==> config.mk <==
export PLATFORM = sky130hd
export DESIGN_NAME = interrupt_controller
export DESIGN_NICKNAME = d
export VERILOG_FILES = /design/src/rtl/interrupt_controller.sv
export SDC_FILE = /design/constraint.sdc
export NUM_CORES = 1
export LEC_CHECK = 0
export CELL_PAD_IN_SITES_DETAIL_PLACEMENT = 1
export CELL_PAD_IN_SITES_GLOBAL_PLACEMENT = 1
export CORE_ASPECT_RATIO = 0.9
export CORE_MARGIN = 2
export CORE_UTILIZATION = 25
export DETAILED_ROUTE_END_ITERATION = 10
export PLACE_DENSITY_LB_ADDON = 0.3
export SLEW_MARGIN = 40
export SYNTH_ARGS = -nofsm -noshare
export SYNTH_HDL_FRONTEND = slang
export SYNTH_SLANG_ARGS = --single-unit
==> constraint.sdc <==
create_clock -name clock_i -period 5 [get_ports clock_i]
set_input_delay 0.5 -clock clock_i [delete_from_list [all_inputs] [get_ports clock_i]]
set_output_delay 0.5 -clock clock_i [all_outputs]
set_load 0.02 [all_outputs]
==> src/rtl/interrupt_controller.sv <==
// 8051 interrupt arbiter: latches the five standard sources, resolves IE/IP priority,
// drives the vectored request to program_counter and tracks two-level in-service state.
module interrupt_controller #(
   parameter logic [7:0] VEC_BASE = 8'h03
) (
   input  logic       clock_i,
   input  logic       reset_i,
   input  logic [7:0] ie_i,
   input  logic [7:0] ip_i,
   input  logic       it0_i,
   input  logic       it1_i,
   input  logic       int0_n_i,
   input  logic       int1_n_i,
   input  logic       tf0_i,
   input  logic       tf1_i,
   input  logic       ri_i,
   input  logic       ti_i,
   input  logic       reti_i,
   input  logic       int_ack_i,
   output logic       int_o,
   output logic [7:0] int_vec_o,
   output logic       clr_tf0_o,
   output logic       clr_tf1_o,
   output logic       ie0_o,
   output logic       ie1_o,
   output logic [1:0] in_service_o
);

   typedef enum logic {IDLE, REQ} state_e;

   state_e     state_q, state_d;
   logic       int0_q, int1_q;
   logic       ie0_q, ie0_d, ie1_q, ie1_d;
   logic       int_q, int_d;
   logic [7:0] vec_q, vec_d;
   logic [2:0] src_q, src_d;
   logic       lvl_q, lvl_d;
   logic [1:0] inSvc_q, inSvc_d;
   logic       clrTf0_q, clrTf0_d, clrTf1_q, clrTf1_d;

   logic [4:0] pending, hiPend, loPend;
   logic [2:0] selIdx;
   logic       selLvl, selValid, eligible, ackTaken;
   logic [1:0] setMask, clrMask;
   logic       unusedBits;

   assign unusedBits = ^{ie_i[6:5], ip_i[7:5]};

   // Priority resolve: any high-level source beats all low-level ones, lowest index wins within a level
   always_comb begin
      pending  = {ri_i | ti_i, tf1_i, ie1_q, tf0_i, ie0_q} & ie_i[4:0] & {5{ie_i[7]}};
      hiPend   = pending & ip_i[4:0];
      loPend   = pending & ~ip_i[4:0];
      selIdx   = 3'd0;
      selLvl   = 1'b0;
      selValid = 1'b0;
      if (hiPend != 5'd0) begin
         selLvl   = 1'b1;
         selValid = 1'b1;
         for (int n = 4; n >= 0; n--) begin
            if (hiPend[n]) selIdx = 3'(n);
         end
      end else if (loPend != 5'd0) begin
         selValid = 1'b1;
         for (int n = 4; n >= 0; n--) begin
            if (loPend[n]) selIdx = 3'(n);
         end
      end
      eligible = selValid & (selLvl ? ~inSvc_q[1] : (inSvc_q == 2'b00));
   end

   always_comb begin
      state_d  = state_q;
      int_d    = int_q;
      vec_d    = vec_q;
      src_d    = src_q;
      lvl_d    = lvl_q;
      setMask  = 2'b00;
      ackTaken = 1'b0;
      case (state_q)
         IDLE: begin
            if (eligible) begin
               state_d = REQ;
               int_d   = 1'b1;
               vec_d   = VEC_BASE + {2'b00, selIdx, 3'b000};
               src_d   = selIdx;
               lvl_d   = selLvl;
            end
         end
         REQ: begin
            if (int_ack_i) begin
               state_d  = IDLE;
               int_d    = 1'b0;
               ackTaken = 1'b1;
               setMask  = lvl_q ? 2'b10 : 2'b01;
            end
         end
         default: state_d = IDLE;
      endcase

      // RETI retires the innermost level; the mask is taken from the pre-edge state
      clrMask = 2'b00;
      if (reti_i) clrMask = inSvc_q[1] ? 2'b10 : {1'b0, inSvc_q[0]};
      inSvc_d = (inSvc_q & ~clrMask) | setMask;

      if (it0_i) begin
         if (int0_q && !int0_n_i)           ie0_d = 1'b1;
         else if (ackTaken && src_q == 3'd0) ie0_d = 1'b0;
         else                               ie0_d = ie0_q;
      end else begin
         ie0_d = ~int0_n_i;
      end

      if (it1_i) begin
         if (int1_q && !int1_n_i)           ie1_d = 1'b1;
         else if (ackTaken && src_q == 3'd2) ie1_d = 1'b0;
         else                               ie1_d = ie1_q;
      end else begin
         ie1_d = ~int1_n_i;
      end

      clrTf0_d = ackTaken && (src_q == 3'd1);
      clrTf1_d = ackTaken && (src_q == 3'd3);
   end

   always_ff @(posedge clock_i or negedge reset_i) begin
      if (!reset_i) begin
         state_q  <= IDLE;
         int0_q   <= 1'b1;
         int1_q   <= 1'b1;
         ie0_q    <= 1'b0;
         ie1_q    <= 1'b0;
         int_q    <= 1'b0;
         vec_q    <= 8'h00;
         src_q    <= 3'd0;
         lvl_q    <= 1'b0;
         inSvc_q  <= 2'b00;
         clrTf0_q <= 1'b0;
         clrTf1_q <= 1'b0;
      end else begin
         state_q  <= state_d;
         int0_q   <= int0_n_i;
         int1_q   <= int1_n_i;
         ie0_q    <= ie0_d;
         ie1_q    <= ie1_d;
         int_q    <= int_d;
         vec_q    <= vec_d;
         src_q    <= src_d;
         lvl_q    <= lvl_d;
         inSvc_q  <= inSvc_d;
         clrTf0_q <= clrTf0_d;
         clrTf1_q <= clrTf1_d;
      end
   end

   assign int_o        = int_q;
   assign int_vec_o    = vec_q;
   assign clr_tf0_o    = clrTf0_q;
   assign clr_tf1_o    = clrTf1_q;
   assign ie0_o        = ie0_q;
   assign ie1_o        = ie1_q;
   assign in_service_o = inSvc_q;

endmodule

[Yosys cells after proc, flatten, opt, wreduce, memory -nomap -nowiden]
Cells that the tools add are included.
Storage, ports and cells
  register bits after elaboration: 22
  latch bits: 0
  RAM bits: 0
  memory bits (read-only): 0
  output and inout port bits: 15
  logic and storage cells: 83
  memories: 0
Operators by class
  $add $sub $neg: 1
  multipliers: 0
  divide/modulo/power cells: 0
  order comparisons: 0
  eq/ne operators: 7
  shift-type cells: 0
  multiplexer cells: 35
  bitwise logic cells: 14
  reductions and logical operators: 14
Operator list (count)
  2-to-1 mux 3 bit: 12
  bitwise AND 5 bit: 4
  2-to-1 mux 1 bit: 16
  2-to-1 mux 2 bit: 5
  nonzero test 5 bit: 2
  adder 2 x 6 -> 7 bit (first input constant): 1
  == test 3 x 2 -> 1 bit (second input constant): 2
  logical AND 1 bit: 6
  inequality test 3 x 1 -> 1 bit (second input constant): 2
  NOT 5 bit: 1
  inequality test 2 bit (second input constant): 2
  NOT 1 bit: 4
  case mux 1 bit (2 select lines): 2
  AND reduction 2 bit: 2
  == test 3 x 1 -> 1 bit (second input constant): 1
  zero test 3 bit: 1
  bitwise AND 2 bit: 1
  zero test 1 bit: 2
  zero test 2 bit: 1
  NOT 2 bit: 1
  OR 2 bit: 1
  bitwise AND 1 bit: 1
  OR 1 bit: 1

[Depth between registers and ports, before layout]
  depth in word-level cells: 12
  mapped depth: 6

[Worst setup path before layout]
Ideal clock, no wire load.
  path type: input port to flip-flop
  start point: input port ie_i[7]
  end point: register src_q[1]
  data arrival time: 1.680 ns
  required time: 4.875 ns
  setup slack: 3.195 ns
  stages: 6
  path buffers: 1
  cell sequence: buf_6 nand4_1 and4_1 a211o_1 nand2_4 mux2_4
On the way
  word-level cells in the longest chain between the ends: 8
Ends and longest elaborated chain
  start: declaration: RTL line 8  | input logic [7:0] ie_i,
  bitwise AND 5 bit *: RTL line 51  | pending = {ri_i | ti_i, tf1_i, ie1_q, tf0_i, ie0_q} & ie_i[4:0] & {5{ie_i[7]}};
  bitwise AND 5 bit: RTL line 53  | loPend = pending & ~ip_i[4:0];
  2-to-1 mux 3 bit (4 in a row): RTL line 66  | if (loPend[n]) selIdx = 3'(n);
  2-to-1 mux 3 bit: RTL line 63  | end else if (loPend != 5'd0) begin
  2-to-1 mux 3 bit: RTL line 57  | if (hiPend != 5'd0) begin
  end signal: assignment: RTL line 148  | src_q <= src_d;
  end: declaration: RTL line 36  | logic [2:0] src_q, src_d;
Mark *: on every way between the ends. The rest lies on a longest branch, timed or not.
A chain may end at the register's enable or synchronous reset.

[Worst setup path after layout]
Ends and elaborated chain as after synthesis.

==> out/results.txt <==
The congestion estimate from routability-driven global placement came to 0.769. The hold-critical path depth works out to 1. The number of hold buffers added after CTS was 0. Launch point of the worst reg-to-reg path: ie1_o. The number of optimization iterations in the first detailed-route pass was 4. In the synthesized netlist, mux cells make up 3.08% of the area. The number of diodes added for antenna fixing is 0, and the maximum number of pins on one net before global-route repair is 16.

In the finished design, the share of the clock period the worst path needs comes to 44.9%. The transition at the pin with the smallest max-transition slack was 0.643 ns. Clock-pin slew was measured on the worst setup and hold paths at 0.09 ns. The dominant combinational cell family by area after synthesis was simple AND/OR/NAND/NOR gates. The via count of the first global-routing pass is 798, and the cell area after technology mapping is 813 sq um. Summing the areas of all compound-gate instances in the mapped netlist gives 21.2% of the synthesized area.

The worst setup path is launched from an input port. The number of buffers between clock root and the deepest sink was 2. The most used flip-flop cell after synthesis is sky130_fd_sc_hd__dfrtp_1. The tree built by TritonCTS fans out to 15 sinks. In the routed design, unresolved DRC markers number 0. The first global-routing pass estimated 3410 um of wire. For this run, the number of Yosys warnings is 0. For the post-cts gate resize count, the log shows 0.

The detailed router finished its first iteration with 20 violations. The final standard cell area without fillers is 0.00120 sq mm. The tools report the cell at the root of the clock tree as sky130_fd_sc_hd__clkbuf_4.

Measured against its own limit, the worst slew margin works out to 57.0%. The HPWL after detailed placement is 1640 um. The analysis attributes to cell leakage a power of 0.000484 uW.

The worst setup path is of the in2reg kind. The average size of a mapped cell is 10.7 sq um, and the number of rows in the core area is 19. For the number of buffers created by CTS, the log shows 3.

For the number of max-slew violations in the final report, the log shows 0. The run gives 0 ns as the final total negative setup slack. Setup repair after global routing left no endpoint under its margin. Cell with the most instances after synthesis: sky130_fd_sc_hd__dfrtp_1. 43 I/O pins were placed. Yosys mapped the design onto 37 distinct sky130hd cell types. For the worst flop-to-flop path, the logic depth is 5. Of the total synthesized cell area, the portion taken by full adders, half adders and majority gates is 0%. Across the VDD grid, the largest voltage drop is 0.111 mV. The run gives 0.445 GHz as the peak clock frequency supported by timing. From synthesis to final layout, the design area changed by 47.5%.

The run gives 0 as the count of antenna-violating nets left after detailed routing. The initial utilization of the core area, before any placement, comes to 26.3%. Setup violations remaining at the end of the flow were counted as 0. The worst hold path terminates at int_o. After detailed routing, the number of vias per cell comes to 4.75. The latest clock arrival within the worst-skew pair came out at 0.28 ns. On the final layout, the worst clock skew is 0.0109 ns. The setup check on the worst reg-to-reg path leaves a slack of 3.23 ns. The fraction of final layout cells sized beyond drive strength 1 works out to 13.5%. For the worst setup path, the data required time is 5.16 ns. The start point of the worst min-delay path was int_o. The detail-routed net length per standard cell was 12.6 um. The power density over the cells is 388 mW/mm^2.

After the last flow step, the layout net total stands at 140. Counting flops with an async set or reset pin after synthesis yields a share of 100%. The number of H-tree levels is 1. The worst register-to-register path ends at src_q[1].

The number of synthesized flops with an enable pin was 0. STA classifies the critical path endpoint as a flop. In this run the horizontal extent of the chip is 64.1 um.

Of the synthesized area, sequential elements account for 46.5%. Data arrives at the worst endpoint at 2.41 ns. In the global route stage, overall resource usage came out at 11.8%.

The run finished with clean final reports. Along the worst path, the maximum fanout reaches 9. The post-synthesis sequential element count works out to 15.

The commonest cells after synthesis are sky130_fd_sc_hd__dfrtp_1, sky130_fd_sc_hd__nand2_1, sky130_fd_sc_hd__buf_4, sky130_fd_sc_hd__nand3_1, sky130_fd_sc_hd__nand4_1. The hold violation count in the final report is 0, and the cell area after placement is 0.00117 sq mm. TritonCTS built the clock tree. Synthesis produced a netlist whose cell count is 76. In this run the vertical extent of the chip is 58.1 um. Aggregate routed wire length: 1940 um. Global routing finished with a remaining overflow of 0. The share of synthesized cell area in and, or, nand and nor gates came out at 22.3%.

The synthesized design devotes to its leading area cell type 40.0% of total area. The post-CTS setup-driven buffer insertion count came out at 0. The clock period could shrink to 2.25 ns. The number of placed instances, taps included, is 149.

Of the total synthesized cell area, the portion taken by XOR and XNOR cells is 0%. The path class of the tightest hold or removal check is reg2reg. For the core footprint, the log shows 0.00309 sq mm. Counting the fill cells in the layout gives 358.

The initial antenna violation count was 0. Detailed routing inserted a total of 727 vias. By area the synthesized netlist is led by sky130_fd_sc_hd__dfrtp_1, sky130_fd_sc_hd__dfstp_2, sky130_fd_sc_hd__buf_4, sky130_fd_sc_hd__nand2_1, sky130_fd_sc_hd__nand4_1. The total of buffers placed on input and output ports works out to 34. The finished layout holds 153 standard cells, fillers aside.

Summed over all instances, the cell type with the most area after synthesis is sky130_fd_sc_hd__dfrtp_1. The die covers 0.00373 sq mm. The tool flagged a number of max-cap violations equal to 0.
worst max-delay path by stage:
stage	start	to	slack (ns)	depth (start not counted)
finish	ie_i[7]	src_q[1]	2.75	6
global route	ie_i[7]	src_q[1]	2.65	6
CTS	ie_i[7]	src_q[1]	2.74	6
detailed placement	ie_i[7]	src_q[1]	2.44	6
global placement	ie_i[7]	src_q[1]	2.48	6
floorplan	ie_i[7]	src_q[1]	3.19	6
flip-flops by register name, summed over array words and instances (netlist names):
signal / flops
src_q: 3
in_service_o: 2
clr_tf0_o: 1
clr_tf1_o: 1
ie0_o: 1
ie1_o: 1
int0_q: 1
int1_q: 1
int_o: 1
int_vec_o: 1
lvl_q: 1
state_q: 1
cell families (layout without fill, tap and decap cells):
logic type      Yosys count  after routing
simple gates             31             31
mux                       2              2
buf+inv                   8             41
compound gates           19             19
other cells               1              3
flops                    15             15
placed cells by master, fill, tap and decap left out, types with 2 or more instances in the layout:
cell	Yosys	final
sky130_fd_sc_hd__nand3_1	4	4
sky130_fd_sc_hd__o22ai_1	2	2
sky130_fd_sc_hd__dfrtp_1	13	13
sky130_fd_sc_hd__nor2b_1	3	3
sky130_fd_sc_hd__a21o_2	2	2
sky130_fd_sc_hd__nand2_1	7	7
sky130_fd_sc_hd__nand4_1	4	4
sky130_fd_sc_hd__inv_1	3	3
sky130_fd_sc_hd__clkbuf_4	0	3
sky130_fd_sc_hd__nand2b_1	2	2
sky130_fd_sc_hd__nor2_1	2	2
sky130_fd_sc_hd__clkdlybuf4s50_1	0	34
sky130_fd_sc_hd__nor4_1	2	2
sky130_fd_sc_hd__dfstp_2	2	2
sky130_fd_sc_hd__conb_1	1	3
sky130_fd_sc_hd__o21ai_0	3	3
power breakdown:
group	leakage (uW)	switching (uW)	internal [uW]
Combinational	0.000285	101	104
Clock	0.0000177	38.0	29.7
Sequential	0.000181	35.7	158
Total	0.000484	175	291
layer usage:
| layer | share of wire (%) | up-vias | global-route usage, % | routed length (um) |
|---|---|---|---|---|
| met5 | 0 | - | 0 | 0 |
| met4 | 0 | 0 | 6.38 | 0 |
| met3 | 7.3 | 0 | 2.14 | 142 |
| met2 | 52 | 27 | 21.7 | 1000 |
| met1 | 41 | 354 | 12.9 | 788 |
| li1 | - | 346 | - | - |
worst max-delay path, stage by stage:
cell and delay (ns):
sky130_fd_sc_hd__clkdlybuf4s50_1 0.63, sky130_fd_sc_hd__nand4_1 0.20, sky130_fd_sc_hd__and4_1 0.28, sky130_fd_sc_hd__a211o_1 0.38, sky130_fd_sc_hd__nand2_4 0.12, sky130_fd_sc_hd__mux2_4 0.30
per-stage QoR:
step / utilization, % / total power, uW / worst slack, ns / hold WS [ns]
6_report: 38.8 / 466 / 2.75 / 0.485
2_1_floorplan: - / 306 / 3.19 / 0.204
5_1_grt: 38.8 / 500 / 2.65 / 0.516
3_3_place_gp: 37.9 / 398 / 2.48 / 0.469
4_1_cts: 38.8 / 472 / 2.74 / 0.492
3_5_place_dp: 37.9 / 403 / 2.44 / 0.470
cell type report:
| cell class | instances | area (sq um) | area share [%] |
|---|---|---|---|
| clock inverter | 1 | 5.00 | 0.417 |
| clock buffer | 3 | 22.5 | 1.88 |
| sequential | 15 | 378 | 31.5 |
| tap | 42 | 52.6 | 4.38 |
| inverter | 3 | 11.3 | 0.938 |
| timing repair buffer | 34 | 340 | 28.4 |
| multi-input combinational | 55 | 390 | 32.5 |
No activity file was read; power rests on OpenSTA's default activity.
